`src/rtl/mii_rx_framer_if.sv`:
```
`default_nettype none
// +------------------------------------------------------------------+
// | mii_rx_framer_if : MII receive pins plus framed byte stream       |
// | Rev 1.0                                                           |
// +------------------------------------------------------------------+
interface mii_rx_framer_if #(
  parameter int LEN_W = 16
);
  logic             eth_rx_dv;
  logic [3:0]       eth_rxd;
  logic [7:0]       out_data;
  logic             out_valid;
  logic             out_sof;
  logic             out_eof;
  logic             out_err;
  logic [LEN_W-1:0] frame_len;
  logic [LEN_W-1:0] good_cnt;
  logic [LEN_W-1:0] err_cnt;

  // master: the framer (consumes MII, produces the byte stream)
  modport master (
    input  eth_rx_dv, eth_rxd,
    output out_data, out_valid, out_sof, out_eof, out_err,
    output frame_len, good_cnt, err_cnt
  );

  modport slave (
    output eth_rx_dv, eth_rxd,
    input  out_data, out_valid, out_sof, out_eof, out_err,
    input  frame_len, good_cnt, err_cnt
  );
endinterface
`default_nettype wire

```
`src/rtl/mii_rx_framer.sv`:
```
`default_nettype none
// +------------------------------------------------------------------+
// | mii_rx_framer : MII rx preamble/SFD strip, nibble-to-byte framing |
// |   with error flags and frame counters; MII_RX_FCS_CHECK_EN adds   |
// |   a CRC-32 residue check.                                         |
// | Rev 1.0                                                           |
// +------------------------------------------------------------------+
module mii_rx_framer #(
  parameter int PRE_MIN_NIBBLES = 1,
  parameter int MIN_BYTES       = 64,
  parameter int MAX_BYTES       = 1518,
  parameter int LEN_W           = 16
) (
  input  wire logic       eth_rx_clk,
  input  wire logic       rst,
  mii_rx_framer_if.master rx_bus
);

  localparam logic [1:0]       c_ST_IDLE = 2'd0;
  localparam logic [1:0]       c_ST_PRE  = 2'd1;
  localparam logic [1:0]       c_ST_DATA = 2'd2;
  localparam logic [1:0]       c_ST_DROP = 2'd3;
  localparam logic [3:0]       c_NIB_PRE = 4'h5;
  localparam logic [3:0]       c_NIB_SFD = 4'hD;
  localparam logic [3:0]       c_PRE_MIN = 4'(PRE_MIN_NIBBLES);
  localparam logic [LEN_W-1:0] c_MIN_LEN = LEN_W'(MIN_BYTES);
  localparam logic [LEN_W-1:0] c_MAX_LEN = LEN_W'(MAX_BYTES);

  logic [1:0]       state_q, state_d;
  logic [3:0]       pre_cnt_q, pre_cnt_d;
  logic             phase_q, phase_d;
  logic [3:0]       low_q, low_d;
  logic [7:0]       hold_q, hold_d;
  logic             hold_vld_q, hold_vld_d;
  logic             first_q, first_d;
  logic [LEN_W-1:0] len_q, len_d;
  logic [7:0]       out_data_q, out_data_d;
  logic             out_valid_q, out_valid_d;
  logic             out_sof_q, out_sof_d;
  logic             out_eof_q, out_eof_d;
  logic             out_err_q, out_err_d;
  logic [LEN_W-1:0] frame_len_q, frame_len_d;
  logic [LEN_W-1:0] good_cnt_q, good_cnt_d;
  logic [LEN_W-1:0] err_cnt_q, err_cnt_d;

  logic             w_dv;
  logic [3:0]       w_rxd;
  logic             w_sfd;
  logic             w_keep;
  logic             w_err;
  logic             w_fcs_bad;
  logic [LEN_W-1:0] w_len_inc;

  assign w_dv      = rx_bus.eth_rx_dv;
  assign w_rxd     = rx_bus.eth_rxd;
  assign w_sfd     = (state_q == c_ST_PRE) && w_dv && (w_rxd == c_NIB_SFD) &&
                     (pre_cnt_q >= c_PRE_MIN);
  assign w_keep    = (len_q < c_MAX_LEN);
  assign w_len_inc = (len_q == {LEN_W{1'b1}}) ? len_q : len_q + 1'b1;
  // phase_q=1 at dv fall means a low nibble is waiting for its partner
  assign w_err     = (len_q < c_MIN_LEN) || (len_q > c_MAX_LEN) || phase_q || w_fcs_bad;

`ifdef MII_RX_FCS_CHECK_EN
  logic [31:0] crc_q, crc_d;

  function automatic logic [31:0] crc32_byte(input logic [31:0] crc, input logic [7:0] data);
    logic [31:0] c;
    c = crc;
    for (int i = 0; i < 8; i++) begin
      if (c[0] ^ data[i]) c = (c >> 1) ^ 32'hEDB88320;
      else                c = c >> 1;
    end
    return c;
  endfunction

  function automatic logic [31:0] bit_rev32(input logic [31:0] v);
    logic [31:0] r;
    for (int i = 0; i < 32; i++) r[i] = v[31-i];
    return r;
  endfunction

  always_comb begin
    crc_d = crc_q;
    if (w_sfd)
      crc_d = 32'hFFFFFFFF;
    else if ((state_q == c_ST_DATA) && w_dv && phase_q)
      crc_d = crc32_byte(crc_q, {w_rxd, low_q});
  end

  always_ff @(posedge eth_rx_clk or posedge rst) begin
    if (rst) crc_q <= 32'hFFFFFFFF;
    else     crc_q <= crc_d;
  end

  // the register holds the reflected form of the magic residue
  assign w_fcs_bad = (bit_rev32(crc_q) != 32'hC704DD7B);
`else
  assign w_fcs_bad = 1'b0;
`endif

  always_ff @(posedge eth_rx_clk or posedge rst) begin
    if (rst) state_q <= c_ST_IDLE;
    else     state_q <= state_d;
  end

  always_comb begin
    state_d = state_q;
    case (state_q)
      c_ST_IDLE: begin
        if (w_dv) state_d = (w_rxd == c_NIB_PRE) ? c_ST_PRE : c_ST_DROP;
      end
      c_ST_PRE: begin
        if (!w_dv)                  state_d = c_ST_IDLE;
        else if (w_sfd)             state_d = c_ST_DATA;
        else if (w_rxd != c_NIB_PRE) state_d = c_ST_DROP;
      end
      c_ST_DATA: begin
        if (!w_dv) state_d = c_ST_IDLE;
      end
      c_ST_DROP: begin
        if (!w_dv) state_d = c_ST_IDLE;
      end
      default: state_d = c_ST_IDLE;
    endcase
  end

  always_comb begin
    pre_cnt_d   = pre_cnt_q;
    phase_d     = phase_q;
    low_d       = low_q;
    hold_d      = hold_q;
    hold_vld_d  = hold_vld_q;
    first_d     = first_q;
    len_d       = len_q;
    out_data_d  = 8'h00;
    out_valid_d = 1'b0;
    out_sof_d   = 1'b0;
    out_eof_d   = 1'b0;
    out_err_d   = 1'b0;
    frame_len_d = '0;
    good_cnt_d  = good_cnt_q;
    err_cnt_d   = err_cnt_q;
    case (state_q)
      c_ST_IDLE: begin
        if (w_dv && (w_rxd == c_NIB_PRE)) pre_cnt_d = 4'd1;
      end
      c_ST_PRE: begin
        if (w_dv && (w_rxd == c_NIB_PRE)) begin
          if (pre_cnt_q != 4'hF) pre_cnt_d = pre_cnt_q + 1'b1;
        end else if (w_sfd) begin
          phase_d    = 1'b0;
          len_d      = '0;
          hold_vld_d = 1'b0;
          first_d    = 1'b1;
        end
      end
      c_ST_DATA: begin
        if (!w_dv) begin
          if (hold_vld_q) begin
            out_valid_d = 1'b1;
            out_data_d  = hold_q;
            out_sof_d   = first_q;
            out_eof_d   = 1'b1;
            out_err_d   = w_err;
            frame_len_d = len_q;
            if (w_err) err_cnt_d  = err_cnt_q + 1'b1;
            else       good_cnt_d = good_cnt_q + 1'b1;
          end else begin
            err_cnt_d = err_cnt_q + 1'b1;
          end
          hold_vld_d = 1'b0;
          phase_d    = 1'b0;
          first_d    = 1'b0;
        end else if (!phase_q) begin
          low_d   = w_rxd;
          phase_d = 1'b1;
        end else begin
          phase_d = 1'b0;
          len_d   = w_len_inc;
          // oversize bytes still count toward len but never reach hold
          if (w_keep) begin
            if (hold_vld_q) begin
              out_valid_d = 1'b1;
              out_data_d  = hold_q;
              out_sof_d   = first_q;
              first_d     = 1'b0;
            end
            hold_d     = {w_rxd, low_q};
            hold_vld_d = 1'b1;
          end
        end
      end
      default: ;
    endcase
  end

  always_ff @(posedge eth_rx_clk or posedge rst) begin
    if (rst) begin
      pre_cnt_q   <= 4'd0;
      phase_q     <= 1'b0;
      low_q       <= 4'd0;
      hold_q      <= 8'h00;
      hold_vld_q  <= 1'b0;
      first_q     <= 1'b0;
      len_q       <= '0;
      out_data_q  <= 8'h00;
      out_valid_q <= 1'b0;
      out_sof_q   <= 1'b0;
      out_eof_q   <= 1'b0;
      out_err_q   <= 1'b0;
      frame_len_q <= '0;
      good_cnt_q  <= '0;
      err_cnt_q   <= '0;
    end else begin
      pre_cnt_q   <= pre_cnt_d;
      phase_q     <= phase_d;
      low_q       <= low_d;
      hold_q      <= hold_d;
      hold_vld_q  <= hold_vld_d;
      first_q     <= first_d;
      len_q       <= len_d;
      out_data_q  <= out_data_d;
      out_valid_q <= out_valid_d;
      out_sof_q   <= out_sof_d;
      out_eof_q   <= out_eof_d;
      out_err_q   <= out_err_d;
      frame_len_q <= frame_len_d;
      good_cnt_q  <= good_cnt_d;
      err_cnt_q   <= err_cnt_d;
    end
  end

  assign rx_bus.out_data  = out_data_q;
  assign rx_bus.out_valid = out_valid_q;
  assign rx_bus.out_sof   = out_sof_q;
  assign rx_bus.out_eof   = out_eof_q;
  assign rx_bus.out_err   = out_err_q;
  assign rx_bus.frame_len = frame_len_q;
  assign rx_bus.good_cnt  = good_cnt_q;
  assign rx_bus.err_cnt   = err_cnt_q;

endmodule
`default_nettype wire

```
`src/flat_wrapper.sv`:
```
// flat-port wrapper written by rule: the top's interface ports become plain ports
module mii_rx_framer_flat 
#(
  parameter int PRE_MIN_NIBBLES = 1,
  parameter int MIN_BYTES       = 64,
  parameter int MAX_BYTES       = 1518,
  parameter int LEN_W           = 16
)
  (eth_rx_clk, rst, rx_bus_eth_rx_dv, rx_bus_eth_rxd, rx_bus_out_data, rx_bus_out_valid, rx_bus_out_sof, rx_bus_out_eof, rx_bus_out_err, rx_bus_frame_len, rx_bus_good_cnt, rx_bus_err_cnt);
  mii_rx_framer_if #(.LEN_W(LEN_W)) rx_bus_i ();
  input  wire logic eth_rx_clk;
  input  wire logic rst;
  input wire logic [$bits(rx_bus_i.eth_rx_dv)-1:0] rx_bus_eth_rx_dv;
  input wire logic [$bits(rx_bus_i.eth_rxd)-1:0] rx_bus_eth_rxd;
  output wire logic [$bits(rx_bus_i.out_data)-1:0] rx_bus_out_data;
  output wire logic [$bits(rx_bus_i.out_valid)-1:0] rx_bus_out_valid;
  output wire logic [$bits(rx_bus_i.out_sof)-1:0] rx_bus_out_sof;
  output wire logic [$bits(rx_bus_i.out_eof)-1:0] rx_bus_out_eof;
  output wire logic [$bits(rx_bus_i.out_err)-1:0] rx_bus_out_err;
  output wire logic [$bits(rx_bus_i.frame_len)-1:0] rx_bus_frame_len;
  output wire logic [$bits(rx_bus_i.good_cnt)-1:0] rx_bus_good_cnt;
  output wire logic [$bits(rx_bus_i.err_cnt)-1:0] rx_bus_err_cnt;
  assign rx_bus_i.eth_rx_dv = rx_bus_eth_rx_dv;
  assign rx_bus_i.eth_rxd = rx_bus_eth_rxd;
  assign rx_bus_out_data = rx_bus_i.out_data;
  assign rx_bus_out_valid = rx_bus_i.out_valid;
  assign rx_bus_out_sof = rx_bus_i.out_sof;
  assign rx_bus_out_eof = rx_bus_i.out_eof;
  assign rx_bus_out_err = rx_bus_i.out_err;
  assign rx_bus_frame_len = rx_bus_i.frame_len;
  assign rx_bus_good_cnt = rx_bus_i.good_cnt;
  assign rx_bus_err_cnt = rx_bus_i.err_cnt;
  mii_rx_framer #(.PRE_MIN_NIBBLES(PRE_MIN_NIBBLES), .MIN_BYTES(MIN_BYTES), .MAX_BYTES(MAX_BYTES), .LEN_W(LEN_W)) u_core (.eth_rx_clk(eth_rx_clk), .rst(rst), .rx_bus(rx_bus_i));
endmodule
```
`config.mk`:
```
export PLATFORM = sky130hd
export DESIGN_NAME = mii_rx_framer_flat
export DESIGN_NICKNAME = d
export VERILOG_FILES = /design/src/rtl/mii_rx_framer_if.sv /design/src/rtl/mii_rx_framer.sv /design/src/flat_wrapper.sv
export SDC_FILE = /design/constraint.sdc
export NUM_CORES = 1
export LEC_CHECK = 0
export CORE_ASPECT_RATIO = 1.4
export CORE_UTILIZATION = 58
export DETAILED_ROUTE_END_ITERATION = 12
export PLACE_DENSITY = 0.85
export SYNTH_ARGS = -nofsm -noshare
export SYNTH_HDL_FRONTEND = slang
export SYNTH_SLANG_ARGS = --single-unit
export TNS_END_PERCENT = 20
```
`constraint.sdc`:
```
create_clock -name eth_rx_clk -period 8.9 [get_ports eth_rx_clk]
set_input_delay 1.78 -clock eth_rx_clk [delete_from_list [all_inputs] [get_ports eth_rx_clk]]
set_output_delay 1.78 -clock eth_rx_clk [all_outputs]
set_load 0.01 [all_outputs]
```
# Word level (Yosys, flattened, before mapping)
# Cells that the tools add are included.
[classes] add_sub_neg=4 n_lt_le_gt_ge=4 n_eq_ne=23 n_mux=58 n_bitwise=3 n_reduce_logical=20
[ops] op="$mux 16" count=10
[ops] op="$add 16x1->16 const B" count=3
[ops] op="$mux 8" count=5
[ops] op="$pmux 16 s2" count=1
[ops] op="$mux 1" count=28
[ops] op="$eq 16x16->1 const B" count=1
[ops] op="$gt 16x11->1 const B" count=1
[ops] op="$lt 16x11->1 const B" count=1
[ops] op="$lt 16x7->1 const B" count=1
[ops] op="$ne 2x2->1 const B" count=8
[ops] op="$mux 2" count=6
[ops] op="$mux 4" count=3
[ops] op="$reduce_and 3->1" count=4
[ops] op="$reduce_and 4->1" count=3
[ops] op="$reduce_and 6->1" count=2
[ops] op="$ne 3x2->1 const B" count=3
[ops] op="$ne 4x3->1 const B" count=2
[ops] op="$pmux 4 s2" count=1
[ops] op="$ne 2x1->1 const B" count=3
[ops] op="$pmux 1 s2" count=3
[ops] op="$pmux 2 s3" count=1
[ops] op="$reduce_and 5->1" count=1
[ops] op="$add 4x1->4 const B" count=1
[ops] op="$eq 2x2->1 const B" count=2
[ops] op="11 further kinds" count=18
[totals] reg_bits=97 in_bits=7 output_inout_bits=60 elab_cells=128

# Depth between registers and ports, before layout
# Gate-level depths: netlist of run 1.
[logic_depth] ltp_word=7 depth_mapped=9 mapped_depth_nobuf=7

# Least setup slack after synthesis of run 1
# OpenSTA, ideal clock, no wires.
[synth_timing] path_kind="in2reg" start="in rx_bus_eth_rxd[1]" end="reg u_core.len_q[13]" setup_time_ns=0.080 t_arrival_ns=3.092 required_time_ns=8.820 setup_slack_ns=5.729 stages=6 path_buffers=1 cell_sequence="nand4b_1 o31ai_2 o211ai_1 buf_2 or3_1 a21oi_1"
[synth_via] elab_chain_cells=5 elab_cells_between_ends=8 classes_between="eq/ne: 4; reduce/logical: 4"
[synth_rtl] item="start: declaration" line="flat_wrapper.sv:14" source="input wire logic [$bits(rx_bus_i.eth_rxd)-1:0] rx_bus_eth_rxd;"
[synth_rtl] item="$eq 4x4->1" line="mii_rx_framer.sv:56" source="assign w_sfd = (state_q == c_ST_PRE) && w_dv && (w_rxd == c_NIB_SFD) &&"
[synth_rtl] item="$logic_and 1x1->1 (2 in series)" line="mii_rx_framer.sv:56"
[synth_rtl] item="$ne 2x1->1 (no source line)"
[synth_rtl] item="$reduce_and 6->1 (no source line) *"
[synth_rtl] item="end signal: assignment" line="mii_rx_framer.sv:221" source="len_q <= len_d;"
[synth_rtl] item="end: declaration" line="mii_rx_framer.sv:36" source="logic [LEN_W-1:0] len_q, len_d;"
# Every way passes the cells marked *; elsewhere a longest branch is shown, timed or not.
# A chain may end at the register's enable or synchronous reset.

# Worst setup path after layout of run 1
[layout_timing] start="in rx_bus_eth_rxd[1]" end="reg u_core.len_q[11]"
# The elaborated chain is that of the path after synthesis.

==> results.tsv, run 1 <==
stage	metric	value	unit
finish	multiInputGateArea	0.00188	mm^2
drt	ant_nets	0	
drt	firstDrtPassIters	4	
logic_synthesis	ys_top_cells_by_area	dfrtp_1, xnor2_1, and3_1	
logic_synthesis	yosysSeqAreaShare	0.549	
place	portBuffers	66	
logic_synthesis	synthFlopType	dfrtp_1	
timing	finalCritPeriodShare	0.405	
finish	synthToLayoutAreaGrowth	22.5	%
global_route	overflow	0	
critical_path	cp_max_fo	24	
clock_network	ctsHoldBuffers	0	
critical_path	crit_slowest_cell	or4_1	
logic_synthesis	avgSynthCellArea	10.9	um^2
clock_network	htreeDepth	3	
critical_path	crit_arrival	3.91	ns
power	totalPowerFinal	1.10	mW
clock_network	postCtsSetupBuffers	0	
timing	fin_ws	5.29	ns
timing	drv_slew	0	
global_route	track_usage	0.255	
floorplanning	die_h	105	um
clock_network	clk_pin_slew	0.09	ns
floorplanning	die_w	75.8	um
logic_synthesis	synth_edf_count	0	
finish	n_antenna_cell	0	
status	outcome	completed	
critical_path	worstPathCellList	clkdlybuf4s50_1 -> nand4b_1 -> o31ai_2 -> o211ai_1 -> buf_4 -> or4_1 -> a21oi_1	
critical_path	r2r_setup_slack	6.41	ns
global_route	grt_pass1_vias	3323	
global_route	grt_max_degree	57	
power	combPwrFrac	0.194	
logic_synthesis	syn-cell-area	0.00442	mm^2
clock_network	clockRootBuffer	clkbuf_8	
timing	finalSetupViolations	0	
place	dp_slack	4.93	ns
finish	drive_above_1_share	0.0922	
logic_synthesis	syn_inst	407	
power	p_sw	0.327	mW
logic_synthesis	async_flop_share	1.00	
power	p_seq_frac	0.490	
clock_network	clock_sinks	97	
place	place.gp.congestion	0.809	
timing	max-slew-margin-rel	0.384	
timing	period_needed	3.61	ns
timing	fmax	277	MHz
drt	drc	0	
place	dp_hpwl	6.21	mm
floorplanning	rows	37	
floorplanning	ios	67	
logic_synthesis	yosys.area.top_type	dfrtp_1	
critical_path	start_kind	primary input	
floorplanning	dieArea	0.00798	mm^2
logic_synthesis	synth_nets	424	
finish	seq_area	0.00243	mm^2
global_route	antenna_found_initial	0	
place	place_area	0.00517	mm^2
clock_network	clock_path_buffers	2	
floorplanning	initial_core_util	0.601	
logic_synthesis	yosys_warnings	0	
timing	fin_setup_tns	0	ns
timing	skew	0.00925	ns
power	ir_drop	0.219	mV
finish	fillers	472	
logic_synthesis	synth_seq_cells	97	
power	power_switching_share	0.298	
worst_hold_path	hold_class	flip-flop to flip-flop	
global_route	grt_pass1_wl	15.5	mm
clock_network	cts-resized-gates	0	
timing	rsz0062_at_grt	false	
clock_network	numCtsBuffers	9	
finish	fin_nets	489	
logic_synthesis	synth_cell_types	47	
drt	finalWirelength	9.15	mm
timing	hold_viol_final	0	
floorplanning	core-area	0.00736	mm^2
critical_path	worstSetupPathType	primary input to flip-flop	
run	drv_cap	0	
power	p_int	0.773	mW
clock_network	clk_latency	0.37	ns
power	cellLeakagePower	2.46	nW
drt	via_per_inst	5.89	
timing	tightest_slew	0.911	ns
critical_path	slowest_delay	0.51	ns
drt	drtIter0Drc	249	
critical_path	end_kind	flip-flop	
critical_path	worst_ep_required_time	9.20	ns
power	p_per_area	203	mW/mm^2
finish	final_area	0.00542	mm^2
power	p_clk_frac	0.316	
clock_network	cts_tree	done	
drt	wl_per_cell	15.9	um
drt	num_vias	3381	
logic_synthesis	synth_top_area_frac	0.549	
logic make-up after synthesis:
logic type	count (synthesis)	share of synthesized area
mux	13	0.0331
flops	97	0.549
xor+xnor	31	0.0614
fa+ha+maj	10	0.0283
simple gates	166	0.208
compound gates	63	0.0939
buf+inv	27	0.0266
flip-flops by register name, summed over array words and instances, names as in the netlist:
signal	cells
u_core.rx_bus.err_cnt	16
u_core.low_q	4
u_core.rx_bus.out_sof	1
u_core.rx_bus.out_eof	1
u_core.len_q	16
u_core.rx_bus.frame_len	16
u_core.rx_bus.out_valid	1
u_core.first_q	1
u_core.rx_bus.good_cnt	16
u_core.hold_q	8
u_core.rx_bus.out_data	8
u_core.phase_q	1
u_core.pre_cnt_q	4
u_core.state_q	2
u_core.rx_bus.out_err	1
u_core.hold_vld_q	1
per-stage QoR:
stage,util,std cells,hold WS [ns]
floorplan,-,407,0.449
global placement,0.702,558,0.458
detailed placement,0.702,558,0.462
CTS,0.736,574,0.476
global route,0.736,574,0.497
finish,0.736,574,0.478
synthesized netlist by cell type, drive strengths merged, types with 6 or more instances:
master,n
and2,13
nor2,18
and3,28
o31ai,6
nor3,7
ha,10
dfrtp,97
o21ai,17
buf,8
a21oi,23
inv,11
xor2,10
nand4,17
nand3,21
xnor2,21
clkbuf,8
mux2,13
or3,14
nand2,32
power by group through the flow:
stage,Combinational [mW],Clock [mW],Sequential (mW)
6_report,0.213,0.348,0.539
5_1_grt,0.241,0.373,0.547
4_1_cts,0.213,0.352,0.539
3_5_place_dp,0.209,0,0.547
3_3_place_gp,0.196,0,0.542
2_1_floorplan,0.155,0,0.531
per-layer routing:
layer  vias up  track usage  share of wire
met5         -            0              0
met4         0        0.106          0.027
met3        22       0.0554          0.042
met2       111        0.429           0.53
met1      1666        0.307           0.40
li1       1582            -              -
worst max-delay path, delay by kind of cell:
kind	cells	cell delay (ns)
AO/OA/AOI/OAI	3	0.59
buffers and inverters	2	0.68
AND/OR/NAND/NOR	2	0.84
path summary, 6_finish.rpt:
check	from	end	depth (start not counted)
hold reg to reg	u_core.rx_bus.err_cnt[15]	u_core.rx_bus.err_cnt[15]	1
setup reg to reg	u_core.state_q[0]	u_core.rx_bus.good_cnt[13]	8
hold / removal	u_core.rx_bus.err_cnt[15]	u_core.rx_bus.err_cnt[15]	1
max in group asynchronous	rst	u_core.rx_bus.frame_len[3]	3
min in group asynchronous	rst	u_core.rx_bus.good_cnt[9]	2
setup / recovery	rx_bus_eth_rxd[1]	u_core.len_q[11]	7
layout by cell type (no fill, tap or decap), types with 12 or more instances in the layout:
cell type,synthesis,final
o21ai_0,17,17
clkdlybuf4s50_1,0,66
or3_1,14,14
and3_1,28,28
and2_1,12,12
xnor2_1,21,21
nand2_1,32,32
mux2_2,13,13
nand3_1,21,21
nor2_1,17,17
dfrtp_1,97,97
a21oi_1,22,22
nand4_1,17,17
cell type report:
cell class,count,area share
multi-input cells,283,0.348
clock buffers,10,0.0254
clock inverters,6,0.0212
repair buffers,70,0.127
well taps,97,0.0224
flip-flops and latches,97,0.448
inverters,11,0.00785
Note: power is estimated with default switching activity, not from simulation.
==> run 2: changes to the inputs <==
--- a/config.mk
+++ b/config.mk
@@ -6,9 +6,9 @@
 export NUM_CORES = 1
 export LEC_CHECK = 0
 export CORE_ASPECT_RATIO = 1.4
-export CORE_UTILIZATION = 58
+export CORE_UTILIZATION = 54
 export DETAILED_ROUTE_END_ITERATION = 12
-export PLACE_DENSITY = 0.85
+export PLACE_DENSITY = 0.8
 export SYNTH_ARGS = -nofsm -noshare
 export SYNTH_HDL_FRONTEND = slang
 export SYNTH_SLANG_ARGS = --single-unit
==> constraint.sdc (replaced) <==
create_clock -name eth_rx_clk -period 3.7 [get_ports eth_rx_clk]
set_input_delay 0.74 -clock eth_rx_clk [delete_from_list [all_inputs] [get_ports eth_rx_clk]]
set_output_delay 0.74 -clock eth_rx_clk [all_outputs]
set_load 0.01 [all_outputs]
==> run 2 against run 1 <==
Count of clock-buffer cells in the layout up 1. Routed wire length down 4.1%. First-iteration DRC count down 35%. Non-clock buffer count unchanged. Worst setup slack worse by 4.2 ns. Clock skew down 0.00067 ns. Die area up 7.2%. Register-to-register slack worse by 5.2 ns. Combinational power up 130%. Total power up 120%. Final cell count up 0.52%. Via count down 2.6%. Critical path type unchanged. Critical endpoint unchanged. Largest power group unchanged.
==> results.tsv, run 2 (synthesized netlist as in run 1, its figures left out) <==
stage	metric	value	unit	change
place	placedCellCount	561		was 558
power	ir_drop	0.463	mV	was 0.219 mV
finish	instances_no_fill	577		was 574
global_route	grt_pass1_wl	14.6	mm	was 15.5 mm
clock_network	clk_pin_slew	0.09	ns	about the same
floorplanning	die_h	109	um	was 105 um
worst_hold_path	hold_class	flip-flop to flip-flop		unchanged
floorplanning	die_w	78.5	um	was 75.8 um
place	place.gp.congestion	0.861		was 0.809
clock_network	postCtsSetupBuffers	0		unchanged
power	p_int	1.67	mW	was 0.773 mW
power	cellLeakagePower	2.44	nW	was 2.46 nW
clock_network	cts-resized-gates	0		unchanged
power	p_seq_frac	0.533		was 0.490
global_route	track_usage	0.223		was 0.255
place	dp_hpwl	6.31	mm	was 6.21 mm
finish	final_area	0.00536	mm^2	was 0.00542 mm^2
timing	finalCritPeriodShare	0.692		
power	p_per_area	452	mW/mm^2	was 203 mW/mm^2
critical_path	worstSetupPathType	primary input to flip-flop		unchanged
floorplanning	dieArea	0.00856	mm^2	was 0.00798 mm^2
finish	layout_common_cells	dfrtp_1, clkdlybuf4s50_1, nand2_1		unchanged
timing	tightest_slew	0.865	ns	was 0.911 ns
clock_network	cts_tree	done		unchanged
clock_network	htreeDepth	3		unchanged
power	power_switching_share	0.313		was 0.298
timing	fmax	390	MHz	
power	combPwrFrac	0.206		was 0.194
drt	drtIter0Drc	162		was 249
finish	synthToLayoutAreaGrowth	21.3	%	was 22.5%
finish	fin_nets	489		unchanged
drt	ant_nets	0		unchanged
clock_network	clk_latency	0.37	ns	about the same
finish	fillers	607		was 472
finish	mostFrequentLayoutCell	dfrtp_1		unchanged
critical_path	crit_arrival	2.86	ns	was 3.91 ns
drt	finalWirelength	8.77	mm	was 9.15 mm
clock_network	ctsHoldBuffers	0		unchanged
drt	wl_per_cell	15.2	um	was 15.9 um
drt	firstDrtPassIters	4		unchanged
power	p_sw	0.759	mW	was 0.327 mW
global_route	grt_max_degree	58		was 57
critical_path	end_kind	flip-flop		unchanged
critical_path	crit_slowest_cell	or4_1		unchanged
timing	max-slew-margin-rel	0.415		was 0.384
critical_path	start_kind	primary input		unchanged
run	drv_cap	0		unchanged
status	outcome	completed		unchanged
clock_network	clock_path_buffers	2		unchanged
place	portBuffers	66		unchanged
power	totalPowerFinal	2.42	mW	was 1.10 mW
finish	n_antenna_cell	0		unchanged
timing	period_needed	2.56	ns	
power	p_clk_frac	0.261		was 0.316
clock_network	clock_sinks	97		unchanged
global_route	overflow	0		unchanged
drt	num_vias	3292		was 3381
floorplanning	core-area	0.00785	mm^2	was 0.00736 mm^2
critical_path	cp_max_fo	24		unchanged
timing	drv_slew	0		unchanged
clock_network	numCtsBuffers	9		unchanged
global_route	grt_pass1_vias	3190		was 3323
critical_path	worstPathCellList	clkdlybuf4s50_1 -> nand4b_1 -> o31ai_2 -> o211ai_1 -> buf_4 -> or4_1 -> a21oi_1		unchanged
place	place_area	0.00518	mm^2	was 0.00517 mm^2
clock_network	clockRootBuffer	clkbuf_8		unchanged
global_route	antenna_found_initial	0		unchanged
floorplanning	initial_core_util	0.564		was 0.601
critical_path	worst_ep_required_time	4.00	ns	was 9.20 ns
floorplanning	ios	67		unchanged
timing	hold_viol_final	0		unchanged
timing	skew	0.00857	ns	was 0.00925 ns
timing	finalSetupViolations	0		unchanged
critical_path	crit_buf_inv	2		unchanged
drt	via_per_inst	5.71		was 5.89
drt	drc	0		unchanged
timing	fin_setup_tns	0	ns	unchanged
critical_path	crit_family	simple AND/OR/NAND/NOR gates		unchanged
finish	drive_above_1_share	0.0922		unchanged
timing	rsz0062_at_grt	false		unchanged
floorplanning	rows	38		was 37
critical_path	slowest_delay	0.52	ns	was 0.51 ns
finish	final_util	0.684		was 0.736
[run 2: cell count changes in the layout (fill, tap and decap cells not counted), sizes merged]
cell,change
bufinv,-3
clkinv,+1
clkbuf,+1
clkinvlp,+1
[run 2: area by class of cell]
cell class | instances | area (um^2) | area share
flip-flops and latches | 97 | 2430 | 0.453
multi-input cells | 283 | 1880 | 0.351
well taps | 100 | 125 | 0.0233
clock inverters | 5 | 30.0 | 0.00560
clock buffers | 11 | 151 | 0.0282
repair buffers | 70 | 703 | 0.131
inverters | 11 | 42.5 | 0.00793
[run 2: routing by layer]
metal	vias to the layer above	part of all wire	global-route usage
met2	80	0.53	0.394
met5	-	0	0
met1	1611	0.41	0.255
met4	0	0.025	0.111
li1	1581	-	-
met3	20	0.031	0.0452
[run 2: through the flow]
stage | setup WS, ns | hold slack [ns]
after global placement | 0.819 | 0.455
after floorplan | 0.426 | 0.449
after detailed placement | 0.765 | 0.462
after global routing | 0.969 | 0.505
after CTS | 1.14 | 0.489
final | 1.14 | 0.483
[run 2: worst register-to-register path: stages (launching register included)]
cell and delay, ns:
dfrtp_1 0.41, inv_1 0.11, ha_1 0.44, nor2b_1 0.19
buf_4 0.22, and2_0 0.26, and3_1 0.38, nand4_1 0.17
xnor2_1 0.15
[run 2: worst paths after layout]
| check | startpoint | endpoint | slack, ns | depth (start not counted) |
|---|---|---|---|---|
| max | rx_bus_eth_rxd[1] | u_core.len_q[11] | 1.14 | 7 |
| min | u_core.hold_q[3] | u_core.rx_bus.out_data[3] | 0.48 | 1 |
| max reg2reg | u_core.state_q[0] | u_core.rx_bus.good_cnt[12] | 1.25 | 8 |
| min reg2reg | u_core.hold_q[3] | u_core.rx_bus.out_data[3] | 0.48 | 1 |
| max in group asynchronous | rst | u_core.rx_bus.frame_len[2] | 2.22 | 3 |
| min in group asynchronous | rst | u_core.rx_bus.good_cnt[10] | 0.77 | 2 |
[run 2: power groups by stage]
stage               clock network [mW]  registers, mW  logic [mW]
detailed placement                   0           1.31       0.498
floorplan                            0           1.28       0.374
global placement                     0           1.31       0.479
finish                           0.633           1.29       0.499
global route                     0.695           1.31       0.565
CTS                              0.646           1.29       0.502
